<file path="src/rtl/sfpadd_pipe.sv">
// sfpadd_pipe: multi-lane pipelined adder/subtractor for small floating point
// (SFP) words {sign, exp[expWidth-1:0], frac[sigWidth-1:0]}, bias 2^(expWidth-1)-1.
// Each lane converts both operands exactly to two's-complement fixed point,
// optionally negates b, adds, and converts back with round-to-nearest-even,
// saturation (ovf) and flush-to-zero of results below the smallest normal.
//
// Ports:
//   clk, rst            sole clock (rising edge), synchronous active-high reset
//   in_valid/in_ready   input beat handshake
//   op[LANES]           per-lane mode: 0 = a+b, 1 = a-b
//   a, b                lane i operand at [i*formatWidth +: formatWidth]
//   tag                 8-bit sideband carried with the beat
//   out_valid/out_ready result beat handshake
//   c                   per-lane result, same packing as a
//   out_tag             tag of the beat currently in c
//   ovf[LANES]          per-lane saturation flag for the beat in c
//
// Handshake: a beat moves on a rising edge when valid && ready on that channel.
// The pipe stalls as a whole when out_valid && !out_ready; in_ready is the
// combinational inverse of that stall, so every stage (bubbles included) holds
// while stalled and advances together otherwise. Sources keep valid and data
// steady until ready. Output data only changes on an advance, so c/out_tag/ovf
// stay stable while a result waits.
//
// Pipeline: input register -> ADD_LAT add registers -> output convert register.
module sfpadd_pipe #(
  parameter int expWidth    = 4,
  parameter int sigWidth    = 4,
  parameter int formatWidth = 9,
  parameter int LANES       = 4,
  parameter int ADD_LAT     = 2,
  parameter int fixWidth    = 21
) (
  input  logic                         clk,
  input  logic                         rst,
  input  logic                         in_valid,
  output logic                         in_ready,
  input  logic [LANES-1:0]             op,
  input  logic [LANES*formatWidth-1:0] a,
  input  logic [LANES*formatWidth-1:0] b,
  input  logic [7:0]                   tag,
  output logic                         out_valid,
  input  logic                         out_ready,
  output logic [LANES*formatWidth-1:0] c,
  output logic [7:0]                   out_tag,
  output logic [LANES-1:0]             ovf
);

  localparam int EXP_MAX = 2**expWidth - 1;
  localparam logic [fixWidth-1:0] FIX_ONE  = {{(fixWidth-1){1'b0}}, 1'b1};
  // Smallest normal magnitude in fixed point: the fixed LSB equals the weight
  // of the last fraction bit at exp==1, so 1.0*2^(1-bias) is 1 << sigWidth.
  localparam logic [fixWidth-1:0] MIN_NORM = FIX_ONE << sigWidth;

  typedef logic [LANES-1:0][fixWidth-1:0] lane_fix_t;

  function automatic logic [fixWidth-1:0] fix_neg(input logic [fixWidth-1:0] x);
    return ~x + FIX_ONE;
  endfunction

  // Exact SFP -> fixed conversion. exp==0 encodes zero whatever the fraction.
  function automatic logic [fixWidth-1:0] sfp2fix(input logic [formatWidth-1:0] w);
    logic [expWidth-1:0] ex;
    logic [fixWidth-1:0] m;
    logic [fixWidth-1:0] res;
    int                  sh;
    ex = w[formatWidth-2 -: expWidth];
    m  = '0;
    m[sigWidth:0] = {1'b1, w[sigWidth-1:0]};
    sh = int'(ex) - 1;
    res = '0;
    if (ex != '0) begin
      m   = m << sh;
      res = w[formatWidth-1] ? fix_neg(m) : m;
    end
    return res;
  endfunction

  // Fixed -> SFP with RNE rounding. Returns {ovf, word}.
  function automatic logic [formatWidth:0] fix2sfp(input logic [fixWidth-1:0] x);
    logic                sgn;
    logic [fixWidth-1:0] mag;
    logic [fixWidth-1:0] mant;
    logic [fixWidth-1:0] mask;
    logic [fixWidth-1:0] rem;
    logic [fixWidth-1:0] half;
    logic                up;
    logic [formatWidth:0] res;
    int                  p;
    int                  sh;
    int                  e;
    sgn = x[fixWidth-1];
    mag = sgn ? fix_neg(x) : x;
    p = 0;
    for (int i = 0; i < fixWidth; i++) begin
      if (mag[i]) p = i;
    end
    res = '0;
    // Anything below the smallest normal has at most sigWidth significant bits,
    // so it needs no rounding and simply flushes to +0 (this also covers 0).
    if (mag >= MIN_NORM) begin
      sh   = p - sigWidth;
      mant = mag >> sh;
      mask = (FIX_ONE << sh) - FIX_ONE;
      rem  = mag & mask;
      half = mask ^ (mask >> 1);
      up   = (sh > 0) && ((rem > half) || ((rem == half) && mant[0]));
      if (up) mant = mant + FIX_ONE;
      e = p + 1 - sigWidth;
      // Rounding carried out of the mantissa: renormalise.
      if (mant[sigWidth+1]) begin
        mant = mant >> 1;
        e    = e + 1;
      end
      if (e > EXP_MAX) res = {1'b1, sgn, {(formatWidth-1){1'b1}}};
      else             res = {1'b0, sgn, e[expWidth-1:0], mant[sigWidth-1:0]};
    end
    return res;
  endfunction

  // Stage registers.
  logic                         s0_valid_q;
  logic [LANES-1:0]             s0_op_q;
  logic [LANES*formatWidth-1:0] s0_a_q;
  logic [LANES*formatWidth-1:0] s0_b_q;
  logic [7:0]                   s0_tag_q;

  logic      add_valid_q [ADD_LAT];
  lane_fix_t add_sum_q   [ADD_LAT];
  logic [7:0] add_tag_q  [ADD_LAT];

  logic                         out_valid_q;
  logic [LANES*formatWidth-1:0] c_q;
  logic [7:0]                   out_tag_q;
  logic [LANES-1:0]             ovf_q;

  logic                         stall;
  lane_fix_t                    sum_d;
  logic [LANES*formatWidth-1:0] c_d;
  logic [LANES-1:0]             ovf_d;

  assign stall    = out_valid_q && !out_ready;
  assign in_ready = !stall;

  assign out_valid = out_valid_q;
  assign c         = c_q;
  assign out_tag   = out_tag_q;
  assign ovf       = ovf_q;

  always_comb begin
    sum_d = '0;
    for (int i = 0; i < LANES; i++) begin
      sum_d[i] = sfp2fix(s0_a_q[i*formatWidth +: formatWidth])
               + (s0_op_q[i] ? fix_neg(sfp2fix(s0_b_q[i*formatWidth +: formatWidth]))
                             : sfp2fix(s0_b_q[i*formatWidth +: formatWidth]));
    end
  end

  always_comb begin
    c_d   = '0;
    ovf_d = '0;
    for (int i = 0; i < LANES; i++) begin
      {ovf_d[i], c_d[i*formatWidth +: formatWidth]} = fix2sfp(add_sum_q[ADD_LAT-1][i]);
    end
  end

  always_ff @(posedge clk) begin
    if (rst) begin
      s0_valid_q  <= 1'b0;
      s0_op_q     <= '0;
      s0_a_q      <= '0;
      s0_b_q      <= '0;
      s0_tag_q    <= '0;
      for (int k = 0; k < ADD_LAT; k++) begin
        add_valid_q[k] <= 1'b0;
        add_sum_q[k]   <= '0;
        add_tag_q[k]   <= '0;
      end
      out_valid_q <= 1'b0;
      c_q         <= '0;
      out_tag_q   <= '0;
      ovf_q       <= '0;
    end else if (!stall) begin
      s0_valid_q <= in_valid;
      s0_op_q    <= op;
      s0_a_q     <= a;
      s0_b_q     <= b;
      s0_tag_q   <= tag;

      add_valid_q[0] <= s0_valid_q;
      add_sum_q[0]   <= sum_d;
      add_tag_q[0]   <= s0_tag_q;
      for (int k = 1; k < ADD_LAT; k++) begin
        add_valid_q[k] <= add_valid_q[k-1];
        add_sum_q[k]   <= add_sum_q[k-1];
        add_tag_q[k]   <= add_tag_q[k-1];
      end

      out_valid_q <= add_valid_q[ADD_LAT-1];
      c_q         <= c_d;
      out_tag_q   <= add_tag_q[ADD_LAT-1];
      ovf_q       <= ovf_d;
    end
  end

endmodule

</file>
<file path="config.mk">
export PLATFORM = sky130hd
export DESIGN_NAME = sfpadd_pipe
export DESIGN_NICKNAME = d
export VERILOG_FILES = /design/src/rtl/sfpadd_pipe.sv
export SDC_FILE = /design/constraint.sdc
export NUM_CORES = 2
export LEC_CHECK = 0
export ABC_AREA = 1
export CORE_UTILIZATION = 50
export CTS_BUF_LIST = sky130_fd_sc_hd__clkbuf_8
export CTS_CLUSTER_DIAMETER = 200
export DETAILED_ROUTE_END_ITERATION = 12
export MAX_ROUTING_LAYER = met4
export PLACE_DENSITY_LB_ADDON = 0.25
export RECOVER_POWER = 50
export SKIP_CTS_REPAIR_TIMING = 1
export SYNTH_ARGS = -nofsm -noshare
export SYNTH_HDL_FRONTEND = slang
export SYNTH_SLANG_ARGS = --single-unit
</file>
<file path="constraint.sdc">
create_clock -name clk -period 9.7 [get_ports clk]
set_input_delay 1.94 -clock clk [delete_from_list [all_inputs] [get_ports clk]]
set_output_delay 1.94 -clock clk [all_outputs]
set_load 0.02 [all_outputs]
</file>
-- Word level (Yosys, flattened, before mapping)
Memories as Yosys holds them, arrays and structs flattened. A register that Yosys moved wholly into a read port is not among the register bits.
Index checks and enable logic that the tools add are counted.
W data, S select, Z words.
- add/subtract/negate cells: 52
- $mul: 0
- div/mod/pow operators: 0
- $lt $le $gt $ge: 16
- equal/unequal tests: 4
- shift-type cells: 16
- multiplexer cells: 143
- bitwise gates (word level): 30
- reduce and logical (&&, ||, !) cells: 25
- operator list (cell ; number):
    $mux W32 ; 84
    $mux W21 ; 24
    $add A21 B1 Y21 const B ; 16
    $not A21 Y21 ; 16
    $add A32 B2 Y32 const B ; 8
    $shl A5 B32 Y21 ; 8
    $sub A32 B4 Y32 const B ; 8
    $mux W84 ; 2
    $gt A32 B1 Y1 const B ; 4
    $gt A32 B5 Y1 const B ; 4
    $shl A1 B32 Y21 const A ; 4
    $shr A21 B32 Y6 ; 4
    $add A21 B21 Y21 ; 4
    $and A21 B21 Y21 ; 4
    $eq A21 B21 Y1 ; 4
    $ge A21 B5 Y1 const B ; 4
    $gt A21 B21 Y1 ; 4
    $sub A21 B1 Y21 const B ; 4
    $xor A21 B20 Y21 ; 4
    $mux W10 ; 8
    $mux W6 ; 8
    $sub A4 B1 Y5 const B ; 8
    $reduce_bool A4 Y1 ; 8
    $add A6 B1 Y6 const B ; 4
    other kinds (7) ; 40
- register bits after elaboration: 125
- bits in latches: 0
- RAM bits: 186
- ROM bits: 0
- input port bits: 88
- output and inout port bits: 50
- word-level logic and storage cells: 296
- memories kept: 3
- memories (name ; depth ; bits a word ; rd ports ; clocked after Yosys merged registers in ; write ports ; line ; source):
    add_sum_q ; 2 ; 84 ; 2 ; 0 ; 2 ; 129 ; lane_fix_t add_sum_q [ADD_LAT];
    add_tag_q ; 2 ; 8 ; 2 ; 1 ; 2 ; 130 ; logic [7:0] add_tag_q [ADD_LAT];
    add_valid_q ; 2 ; 1 ; 2 ; 1 ; 2 ; 128 ; logic add_valid_q [ADD_LAT];

-- Longest topological paths before layout
An unclocked memory read counts as a cell.
- depth after elaboration: 39
- depth in mapped cells: 62

-- Worst setup path after synthesis
No wires, ideal clock.
- kind: input to register
- from: input out_ready
- to: memory add_sum_q[0][0] (netlist bit) (enable)
- library setup time: 0.621 ns
- arrival time: 7.774 ns
- required time: 9.079 ns
- setup slack: 1.305 ns
- stages on the path: 6
- buffers on the path: 2
- cells stage by stage: nor2_1 -> inv_1 -> nor2_1 -> inv_1 -> clkbuf_1 -> clkbuf_1
- RTL lines (element ; line ; source):
    start: declaration ; 43 ; input logic out_ready,
    end: declaration ; 129 ;

==> impl_metrics.tcl <==
set metrics [dict create \
    multi_input_area_um2 24400 \
    synth_edf_count 186 \
    synthFlopType "edfxtp_1" \
    syn_area_per_cell_um2 6.09 \
    clockBufferDepth 3 \
    final_cell_mix "nand2_1, inv_1, nor2_1, nand3_1, o21ai_0" \
    fp-row-count 99 \
    overflow 0 \
    worstPathArrival_ps 9380 \
    violations "design-rule violations, max-capacitance violations, max-slew violations" \
    worstSetupPathType "reg2reg" \
    syn-cell-area_um2 37100 \
    die_area_um2 75300 \
    grt_usage 0.263 \
    cts_tree "done" \
    wirelength_mm 97.0 \
    h-tree-depth 2 \
    status "finished with violations" \
    synth_nets 6430 \
    rsz0062_at_grt "false" \
    vias 37600 \
    clock.fmax_ghz 0.113 \
    cts.sinks 320 \
    hold_violations 0 \
    vias_per_cell 5.26 \
    path_common_cell "nand2_1" \
    slew_viol_final 468 \
    ys_ff_latch 320 \
    numCtsBuffers 57 \
    crit_slowest_cell "xor2_1" \
    core_um2 73200 \
    synth-seq-area-share 0.223 \
    synth_top_cell_area_share 0.151 \
    die_h_um 274 \
    worst_pin_slew_ps 4640 \
    dp_hpwl_mm 75.3 \
    finalSetupTns_ps 0 \
    n_fill_cell 7366 \
    die_w_um 274 \
    relSlewSlack -2.11 \
    start_util 0.507 \
    grt_max_degree 122 \
    yosys-top-cells-area "edfxtp_1, nand2_1, inv_1, nor2_1, ha_1" \
    insertion_delay_ps 680 \
    grt_pass1_vias 34000 \
    drv_cap 6 \
    regArea_um2 8270 \
    cp.required_ps 10240 \
    synth_cell_types 68 \
    drt_iter0_drc 2710 \
    layout-drive-gt1-share 0.0433 \
    postRouteAntennaNets 0 \
    fin_crit_ps 8840 \
    cp_slowest_stage_delay_ps 510 \
    start_kind "register" \
    drc_errors 12 \
    clkTransAtPathRegs_ps 80 \
    area_growth_pct 8.78 \
    io_buffers 137 \
    syn_inst 6090 \
    yosys.area.top_type "edfxtp_1" \
    io_pins 138 \
    final_common_cell "nand2_1" \
    crit_path_max_fanout 17 \
    nets 6483 \
    wire_per_inst_um 13.6 \
    endpoint_kind "register" \
    cts_root_buffer "clkbuf_8" \
    setup_viol 0 \
    yosysWarnings 0 \
    grt_antenna_before_repair 1 \
    first_pass_iters 10 \
    grt_pass1_wl_mm 163 \
    worstHoldPathType "reg2reg" \
    place.gp.congestion 0.978 \
    ys_async_sr_fraction 0 \
    finClkSkew_ps 33.8 \
    post-route-period-util 0.911 \
]
-- area by class of cell --
type,count,area share
flip-flops and latches,320,0.205
inverters,981,0.0914
diodes,1,0.0000620
clock buffers,62,0.0211
multi-input cells,4622,0.605
repair buffers,161,0.0380
well taps,959,0.0297
clock inverters,46,0.00973
-- critical path: cells and delay by family (launching register included) --
| family | cells | cell delay (ps) |
|---|---|---|
| buffers and inverters | 6 | 770 |
| adder cells (fa/ha/maj) | 5 | 1490 |
| XOR/XNOR | 3 | 950 |
| AO/OA/AOI/OAI | 6 | 810 |
| AND/OR/NAND/NOR | 30 | 4230 |
| flip-flops | 1 | 450 |
-- kinds of logic (layout without fill, tap and decap cells) --
group | Yosys count | count (layout) | synth area share
flops | 320 | 320 | 0.223
other cells | 0 | 1 | 0
xor+xnor | 265 | 265 | 0.0639
simple gates | 3185 | 3185 | 0.371
fa+ha+maj | 252 | 252 | 0.0858
buf+inv | 1148 | 1250 | 0.119
compound gates | 920 | 920 | 0.137
-- metrics by stage --
step,instances,hold slack [ps],util,worst slack [ps],area (µm²)
after floorplan,6090,433,-,1310,37100
after global placement,7043,438,0.535,964,39100
after detailed placement,7043,443,0.535,871,39100
after CTS,7151,455,0.552,806,40400
after global routing,7152,476,0.551,41.1,40400
final,7152,449,0.551,860,40400
-- registers in the layout (all words and copies together) (netlist names) --
register,cells
s0_valid_q,1
c,36
s0_tag_q,8
ovf,4
s0_op_q,4
out_tag,8
add_valid_q,2
add_tag_q,16
add_sum_q,168
s0_a_q,36
s0_b_q,36
out_valid,1
-- cells in the mapped netlist, types with 25 or more instances --
master and n:
nand2_2 25, xor2_1 157, nor4_1 33, xnor2_1 103, ha_1 248, nor2_1 883
nor2_2 30, clkbuf_1 109, nand4_1 79, nand3_1 462, nand2_1 1347, inv_1 943
nor3_1 219, buf_2 31, o21ai_0 387, a21oi_1 319, dfxtp_1 134, edfxtp_1 186
o21a_1 39, inv_2 25
-- final timing paths --
path / endpoint / startpoint / cells after the start / slack, ps
worst max register to register: c[13]$_SDFFE_PP0N_ / add_sum_q[0][105]$_SDFFCE_PN0P_ / 50 / 860
worst min-delay path: ovf[1]$_SDFFE_PP0N_ / ovf[1]$_SDFFE_PP0N_ / 2 / 450
worst max-delay path: c[13]$_SDFFE_PP0N_ / add_sum_q[0][105]$_SDFFCE_PN0P_ / 50 / 860
worst min register to register: ovf[1]$_SDFFE_PP0N_ / ovf[1]$_SDFFE_PP0N_ / 2 / 450
-- metal layers --
metal,GRT usage,up-vias,part of all wire
met1,0.355,16700,0.48
met2,0.419,937,0.45
li1,-,19900,-
met3,0.0250,150,0.052
met5,-,-,0
met4,0.0687,0,0.020
Power is left out: the tool's default activity adds up to more than one toggle a clock period on the data nets, which glitch-free logic cannot reach.
